File: src/rtl/axi_mem_master.sv
// AXI4 initiator: single-request port to AXI read bursts / single-beat writes, one transaction in flight.
// Optional watchdog: define AXI_MASTER_TIMEOUT_EN to force-complete stalled transactions with error.
`timescale 1ns/1ps
module axi_mem_master #(
   parameter int unsigned TIMEOUT = 1024
) (
   input  logic        clock,
   input  logic        reset,
   // request side
   input  logic        req_valid,
   output logic        req_ready,
   input  logic        req_write,
   input  logic [31:0] req_addr,
   input  logic [7:0]  req_len,
   input  logic [2:0]  req_size,
   input  logic [1:0]  req_burst,
   input  logic [31:0] req_wdata,
   input  logic [3:0]  req_wstrb,
   // read return side
   output logic        rd_valid,
   input  logic        rd_ready,
   output logic [31:0] rd_data,
   output logic        rd_last,
   output logic        rd_err,
   // write completion
   output logic        wr_done,
   output logic        wr_err,
   // AXI read address
   output logic        arvalid,
   input  logic        arready,
   output logic [31:0] araddr,
   output logic [7:0]  arlen,
   output logic [2:0]  arsize,
   output logic [1:0]  arburst,
   // AXI read data
   input  logic        rvalid,
   output logic        rready,
   input  logic [31:0] rdata,
   input  logic [1:0]  rresp,
   input  logic        rlast,
   // AXI write address
   output logic        awvalid,
   input  logic        awready,
   output logic [31:0] awaddr,
   output logic [7:0]  awlen,
   output logic [2:0]  awsize,
   output logic [1:0]  awburst,
   // AXI write data
   output logic        wvalid,
   input  logic        wready,
   output logic [31:0] wdata,
   output logic [3:0]  wstrb,
   output logic        wlast,
   // AXI write response
   input  logic        bvalid,
   output logic        bready,
   input  logic [1:0]  bresp
);

   typedef enum logic [2:0] {
      IDLE,
      AR,
      R,
      AWW,
      B
`ifdef AXI_MASTER_TIMEOUT_EN
      , TERR
`endif
   } state_t;

   state_t      state_q, state_d;

   logic        arvalid_q, arvalid_d;
   logic        awvalid_q, awvalid_d;
   logic        wvalid_q,  wvalid_d;
   logic        bready_q,  bready_d;
   logic        aw_done_q, aw_done_d;
   logic        w_done_q,  w_done_d;
   logic        wr_done_q, wr_done_d;
   logic        wr_err_q,  wr_err_d;

   logic [31:0] araddr_q,  araddr_d;
   logic [7:0]  arlen_q,   arlen_d;
   logic [2:0]  arsize_q,  arsize_d;
   logic [1:0]  arburst_q, arburst_d;
   logic [31:0] awaddr_q,  awaddr_d;
   logic [2:0]  awsize_q,  awsize_d;
   logic [31:0] wdata_q,   wdata_d;
   logic [3:0]  wstrb_q,   wstrb_d;

   logic        hs_ar, hs_r, hs_aw, hs_w, hs_b;
   logic        aw_now, w_now;

`ifdef AXI_MASTER_TIMEOUT_EN
   logic [31:0] cnt_q, cnt_d;
`endif

   assign hs_ar = arvalid_q & arready;
   assign hs_r  = (state_q == R) & rvalid & rd_ready;
   assign hs_aw = awvalid_q & awready;
   assign hs_w  = wvalid_q & wready;
   assign hs_b  = bready_q & bvalid;

   always_ff @(posedge clock or negedge reset) begin
      if (!reset) begin
         state_q   <= IDLE;
         arvalid_q <= 1'b0;
         awvalid_q <= 1'b0;
         wvalid_q  <= 1'b0;
         bready_q  <= 1'b0;
         aw_done_q <= 1'b0;
         w_done_q  <= 1'b0;
         wr_done_q <= 1'b0;
         wr_err_q  <= 1'b0;
         araddr_q  <= '0;
         arlen_q   <= '0;
         arsize_q  <= '0;
         arburst_q <= '0;
         awaddr_q  <= '0;
         awsize_q  <= '0;
         wdata_q   <= '0;
         wstrb_q   <= '0;
`ifdef AXI_MASTER_TIMEOUT_EN
         cnt_q     <= '0;
`endif
      end else begin
         state_q   <= state_d;
         arvalid_q <= arvalid_d;
         awvalid_q <= awvalid_d;
         wvalid_q  <= wvalid_d;
         bready_q  <= bready_d;
         aw_done_q <= aw_done_d;
         w_done_q  <= w_done_d;
         wr_done_q <= wr_done_d;
         wr_err_q  <= wr_err_d;
         araddr_q  <= araddr_d;
         arlen_q   <= arlen_d;
         arsize_q  <= arsize_d;
         arburst_q <= arburst_d;
         awaddr_q  <= awaddr_d;
         awsize_q  <= awsize_d;
         wdata_q   <= wdata_d;
         wstrb_q   <= wstrb_d;
`ifdef AXI_MASTER_TIMEOUT_EN
         cnt_q     <= cnt_d;
`endif
      end
   end

   always_comb begin
      state_d   = state_q;
      arvalid_d = arvalid_q;
      awvalid_d = awvalid_q;
      wvalid_d  = wvalid_q;
      bready_d  = bready_q;
      aw_done_d = aw_done_q;
      w_done_d  = w_done_q;
      wr_done_d = 1'b0;
      wr_err_d  = 1'b0;
      araddr_d  = araddr_q;
      arlen_d   = arlen_q;
      arsize_d  = arsize_q;
      arburst_d = arburst_q;
      awaddr_d  = awaddr_q;
      awsize_d  = awsize_q;
      wdata_d   = wdata_q;
      wstrb_d   = wstrb_q;
      aw_now    = aw_done_q | hs_aw;
      w_now     = w_done_q | hs_w;

      case (state_q)
         IDLE: begin
            if (req_valid) begin
               if (req_write) begin
                  state_d   = AWW;
                  awvalid_d = 1'b1;
                  wvalid_d  = 1'b1;
                  aw_done_d = 1'b0;
                  w_done_d  = 1'b0;
                  awaddr_d  = req_addr;
                  awsize_d  = req_size;
                  wdata_d   = req_wdata;
                  wstrb_d   = req_wstrb;
               end else begin
                  state_d   = AR;
                  arvalid_d = 1'b1;
                  araddr_d  = req_addr;
                  arlen_d   = req_len;
                  arsize_d  = req_size;
                  arburst_d = req_burst;
               end
            end
         end
         AR: begin
            if (hs_ar) begin
               arvalid_d = 1'b0;
               state_d   = R;
            end
         end
         R: begin
            // rlast alone terminates the burst; beat count is not tracked
            if (hs_r && rlast) state_d = IDLE;
         end
         AWW: begin
            if (hs_aw) awvalid_d = 1'b0;
            if (hs_w)  wvalid_d  = 1'b0;
            aw_done_d = aw_now;
            w_done_d  = w_now;
            if (aw_now && w_now) begin
               bready_d = 1'b1;
               state_d  = B;
            end
         end
         B: begin
            if (hs_b) begin
               bready_d  = 1'b0;
               wr_done_d = 1'b1;
               wr_err_d  = (bresp != 2'b00);
               state_d   = IDLE;
            end
         end
`ifdef AXI_MASTER_TIMEOUT_EN
         TERR: begin
            if (rd_ready) state_d = IDLE;
         end
`endif
         default: state_d = IDLE;
      endcase

`ifdef AXI_MASTER_TIMEOUT_EN
      // Watchdog overrides the normal transition once the idle budget is spent.
      cnt_d = '0;
      if (state_q == AR || state_q == R || state_q == AWW || state_q == B) begin
         if (hs_ar || hs_r || hs_aw || hs_w || hs_b) begin
            cnt_d = '0;
         end else if (cnt_q == TIMEOUT - 1) begin
            arvalid_d = 1'b0;
            awvalid_d = 1'b0;
            wvalid_d  = 1'b0;
            bready_d  = 1'b0;
            if (state_q == AR || state_q == R) begin
               state_d = TERR;
            end else begin
               wr_done_d = 1'b1;
               wr_err_d  = 1'b1;
               state_d   = IDLE;
            end
         end else begin
            cnt_d = cnt_q + 32'd1;
         end
      end
`endif
   end

   assign req_ready = (state_q == IDLE);
   assign rready    = (state_q == R) & rd_ready;
   assign wr_done   = wr_done_q;
   assign wr_err    = wr_err_q;

`ifdef AXI_MASTER_TIMEOUT_EN
   assign rd_valid = ((state_q == R) & rvalid) | (state_q == TERR);
   assign rd_data  = (state_q == TERR) ? '0 : rdata;
   assign rd_last  = ((state_q == R) & rlast) | (state_q == TERR);
   assign rd_err   = ((state_q == R) & (rresp != 2'b00)) | (state_q == TERR);
`else
   assign rd_valid = (state_q == R) & rvalid;
   assign rd_data  = rdata;
   assign rd_last  = (state_q == R) & rlast;
   assign rd_err   = (state_q == R) & (rresp != 2'b00);
`endif

   assign arvalid = arvalid_q;
   assign araddr  = araddr_q;
   assign arlen   = arlen_q;
   assign arsize  = arsize_q;
   assign arburst = arburst_q;

   assign awvalid = awvalid_q;
   assign awaddr  = awaddr_q;
   assign awlen   = 8'd0;
   assign awsize  = awsize_q;
   assign awburst = 2'b01;

   assign wvalid  = wvalid_q;
   assign wdata   = wdata_q;
   assign wstrb   = wstrb_q;
   assign wlast   = 1'b1;

   assign bready  = bready_q;

endmodule
File: config.mk
export PLATFORM = sky130hd
export DESIGN_NAME = axi_mem_master
export DESIGN_NICKNAME = d
export VERILOG_FILES = /design/src/rtl/axi_mem_master.sv
export SDC_FILE = /design/constraint.sdc
export NUM_CORES = 1
export LEC_CHECK = 0
export BUFFER_PORTS_ARGS = -buffer_cell sky130_fd_sc_hd__buf_2
export CAP_MARGIN = 40
export CORE_MARGIN = 4
export CORE_UTILIZATION = 29
export DETAILED_ROUTE_END_ITERATION = 10
export GPL_ROUTABILITY_DRIVEN = 0
export SYNTH_ARGS = -nofsm -noshare
export SYNTH_HDL_FRONTEND = slang
export SYNTH_SLANG_ARGS = --single-unit
export TNS_END_PERCENT = 5
File: constraint.sdc
create_clock -name clock -period 2.1 [get_ports clock]
set_input_delay 0.525 -clock clock [delete_from_list [all_inputs] [get_ports clock]]
set_output_delay 0.525 -clock clock [all_outputs]
set_load 0.01 [all_outputs]
==> reports/qor.yml <==
nNetsFinal: 678
hold_viol: 0
coreArea_sq_um: 19500
cp_top_family: "flip-flops"
clkTransAtPathRegs_ns: 0.06
synthDominantCellAreaShare_pct: 55.1
postPlaceCellArea_sq_um: 6800
endpoint_kind: "output pin"
wl_met3_um: 1090
clockBufferDepth: 2
synth_top_family_by_area: "multiplexers"
worst-path-stages: 3
dpl.hpwl_um: 9620
wl_met1_um: 5440
top_layer: "met4"
timing.final.crit_share_pct: 93.4
antenna_cells: 0
antenna_found_initial: 0
comb_power_share_pct: 39.2
synth_compound_area_share_pct: 2.15
die_w_um: 149
ir_worst_vdd_v: 0.000427
status: "completed"
critPathMaxStageDelay_ns: 0.51
synth-xor-area-share_pct: 0
fp-row-count: 51
cts_hold_buf: 0
insertion_delay_ns: 0.40
design_area_sq_um: 7370
setup_viol: 0
synth_seq_cells: 127
cp_num_buf_inv: 1
grt_usage_pct: 11.6
fin_crit_ns: 1.96
syn-cell-area_sq_um: 5760
grt_max_degree: 72
drt_wl_total_um: 13200
slew_violations: 0
yosys.area.top_type: "dfrtp_1"
leakagePower_nw: 3.72
synth-simple-area-share_pct: 2.52
cts_root_buffer: "clkbuf_16"
synth_cells: 347
hold_class: "in2async"
yosys.area_share.adder_pct: 0
cp_cell_sequence: "nor2_4 > and3_1 > buf_2"
initial_core_util_pct: 29.5
grt_remaining_overflow: 0
p_seq_share_pct: 37.0
drc_errors: 0
cts_sinks: 127
wl_met2_um: 6370
drtIter0Drc: 103
muxShareOfSynthArea_pct: 29.6
tns_ns: 0
clkPwrFrac_pct: 23.8
max_cap_viol_count: 0
grt_first_pass_wirelength_um: 20400
ios: 298
cp-start-kind: "flip-flop"
ys_seq_area_share_pct: 55.1
die_h_um: 149
via_per_inst: 4.24
crit_fanout: 10
dieArea_sq_um: 22200
h-tree-depth: 4
ant_nets: 0
syn_area_per_cell_sq_um: 16.6
cts_buffers: 17
p_per_area_nw_per_um2: 1620
max_freq_mhz: 510
setup.worst_path.class: "reg2out"
wl_per_cell_um: 16.0
power.internal_w: 0.00812
ys_warn_count: 0
netSwitchingPower_w: 0.00379
vias: 3503
synthToLayoutAreaGrowth_pct: 28.0
synthDistinctLibCells: 31
worstPathRequired_ns: 1.57
p_sw_share_pct: 31.8
arrival_ns: 1.44
first_global_vias: 3774
skew_ns: 0.00512
post_route_cells_drive_above_1_share_pct: 68.7
rsz0062_at_grt: "no"
io_buffers: 222
synth.top_cells.by_area: "dfrtp_1 (55%), mux2_4 (28%), buf_4 (5.6%), buf_12 (4.2%), mux2_2 (1.8%)"
cp_slowest_cell: "dfrtp_1"
cts_tree: "done"
reg2regPathDepth: 4
firstDrtPassIters: 4
-- cells in the mapped netlist (all sizes together) --
cell type and n:
conb 2, clkbuf 1, dfrtp 127, a21oi 3
a31oi 6, or3b 1, buf 57, nand4 1
a31o 1, nand3b 1, o211a 1, nor3 1
and4b 1, nand3 1, a311o 1, mux2 116
o211ai 1, nor2 7, and3b 2, nand2b 1
and3 4, inv 3, a21o 1, nor3b 1
nand2 1, o21a 1, o21ai 4
-- logic make-up after synthesis --
group                  after synthesis
muxes                              116
other                                2
buffers and inverters               61
DFF                                127
and+or+nand+nor                     22
AOI/OAI and AO/OA                   19
-- metrics by stage --
stage	hold slack [ns]	power, W	util [%]	instances	worst slack [ns]
4_1_cts	0.113	0.0121	37.7	827	0.0585
3_5_place_dp	0.487	0.00914	34.8	796	0.281
3_3_place_gp	0.484	0.00901	34.8	796	0.362
2_1_floorplan	0.229	0.00747	-	356	0.470
6_report	0.118	0.0119	37.8	827	0.138
5_1_grt	0.127	0.0126	37.8	827	0.0534
-- metal layers --
metal,track usage (%),vias to the layer above
met5,0,-
met2,19.1,146
met4,5.26,0
li1,-,1560
met3,3.46,39
met1,14.2,1758
-- worst paths after layout --
path | slack [ns] | endpoint | from
worst min-delay path | 0.12 | araddr[12]$_DFFE_PN0P_ | reset
max in group asynchronous | 1.64 | awaddr[31]$_DFFE_PN0P_ | reset
worst min register to register | 0.50 | awaddr[23]$_DFFE_PN0P_ | awaddr[23]$_DFFE_PN0P_
worst max register to register | 0.23 | awaddr[24]$_DFFE_PN0P_ | state_q[0]$_DFFE_PN0P_
worst max-delay path | 0.14 | rready | state_q[0]$_DFFE_PN0P_
min in group clock | 0.34 | wstrb[3]$_DFFE_PN0P_ | req_wstrb[3]
-- cell usage in the layout, fill, tap and decap left out, types with 2 or more instances in the layout --
cell type and count:
mux2_2 9, clkinv_2 5, inv_1 3, buf_2 221
a31oi_1 6, dfrtp_1 127, clkinv_4 2, nor2_1 6
conb_1 11, buf_4 7, a21oi_1 3, mux2_4 107
buf_12 5, bufinv_16 2, clkinvlp_4 3, inv_6 2
and3_1 3, o21ai_0 4, clkbuf_16 17
-- sequential cells by signal, summed over array words and instances, names as in the netlist, 2 cells and up --
register  count
wdata        32
state_q       3
wstrb         4
arlen         8
araddr       32
awaddr       32
awsize        3
arsize        3
arburst       2
-- power groups by stage --
stage,combinational [W],sequential (W),clock (W)
6_report,0.00467,0.00441,0.00283
3_5_place_dp,0.00472,0.00442,0
2_1_floorplan,0.00255,0.00491,0
5_1_grt,0.00498,0.00457,0.00305
4_1_cts,0.00474,0.00442,0.00295
3_3_place_gp,0.00462,0.00439,0
-- timing repair --
action,CTS,global route
gates cloned,0,0
gates resized for setup,1,1
setup endpoints to repair,4,1
setup buffers,0,0
-- cell type report --
type / instances / area (sq um)
tap: 265 / 332
clock inverter: 14 / 143
sequential: 127 / 3180
timing repair buffer: 233 / 1260
multi-input combinational: 168 / 2030
clock buffer: 17 / 425
inverter: 3 / 11.3
fill: 1933 / 12200
Power figures use the tool's default switching activity.
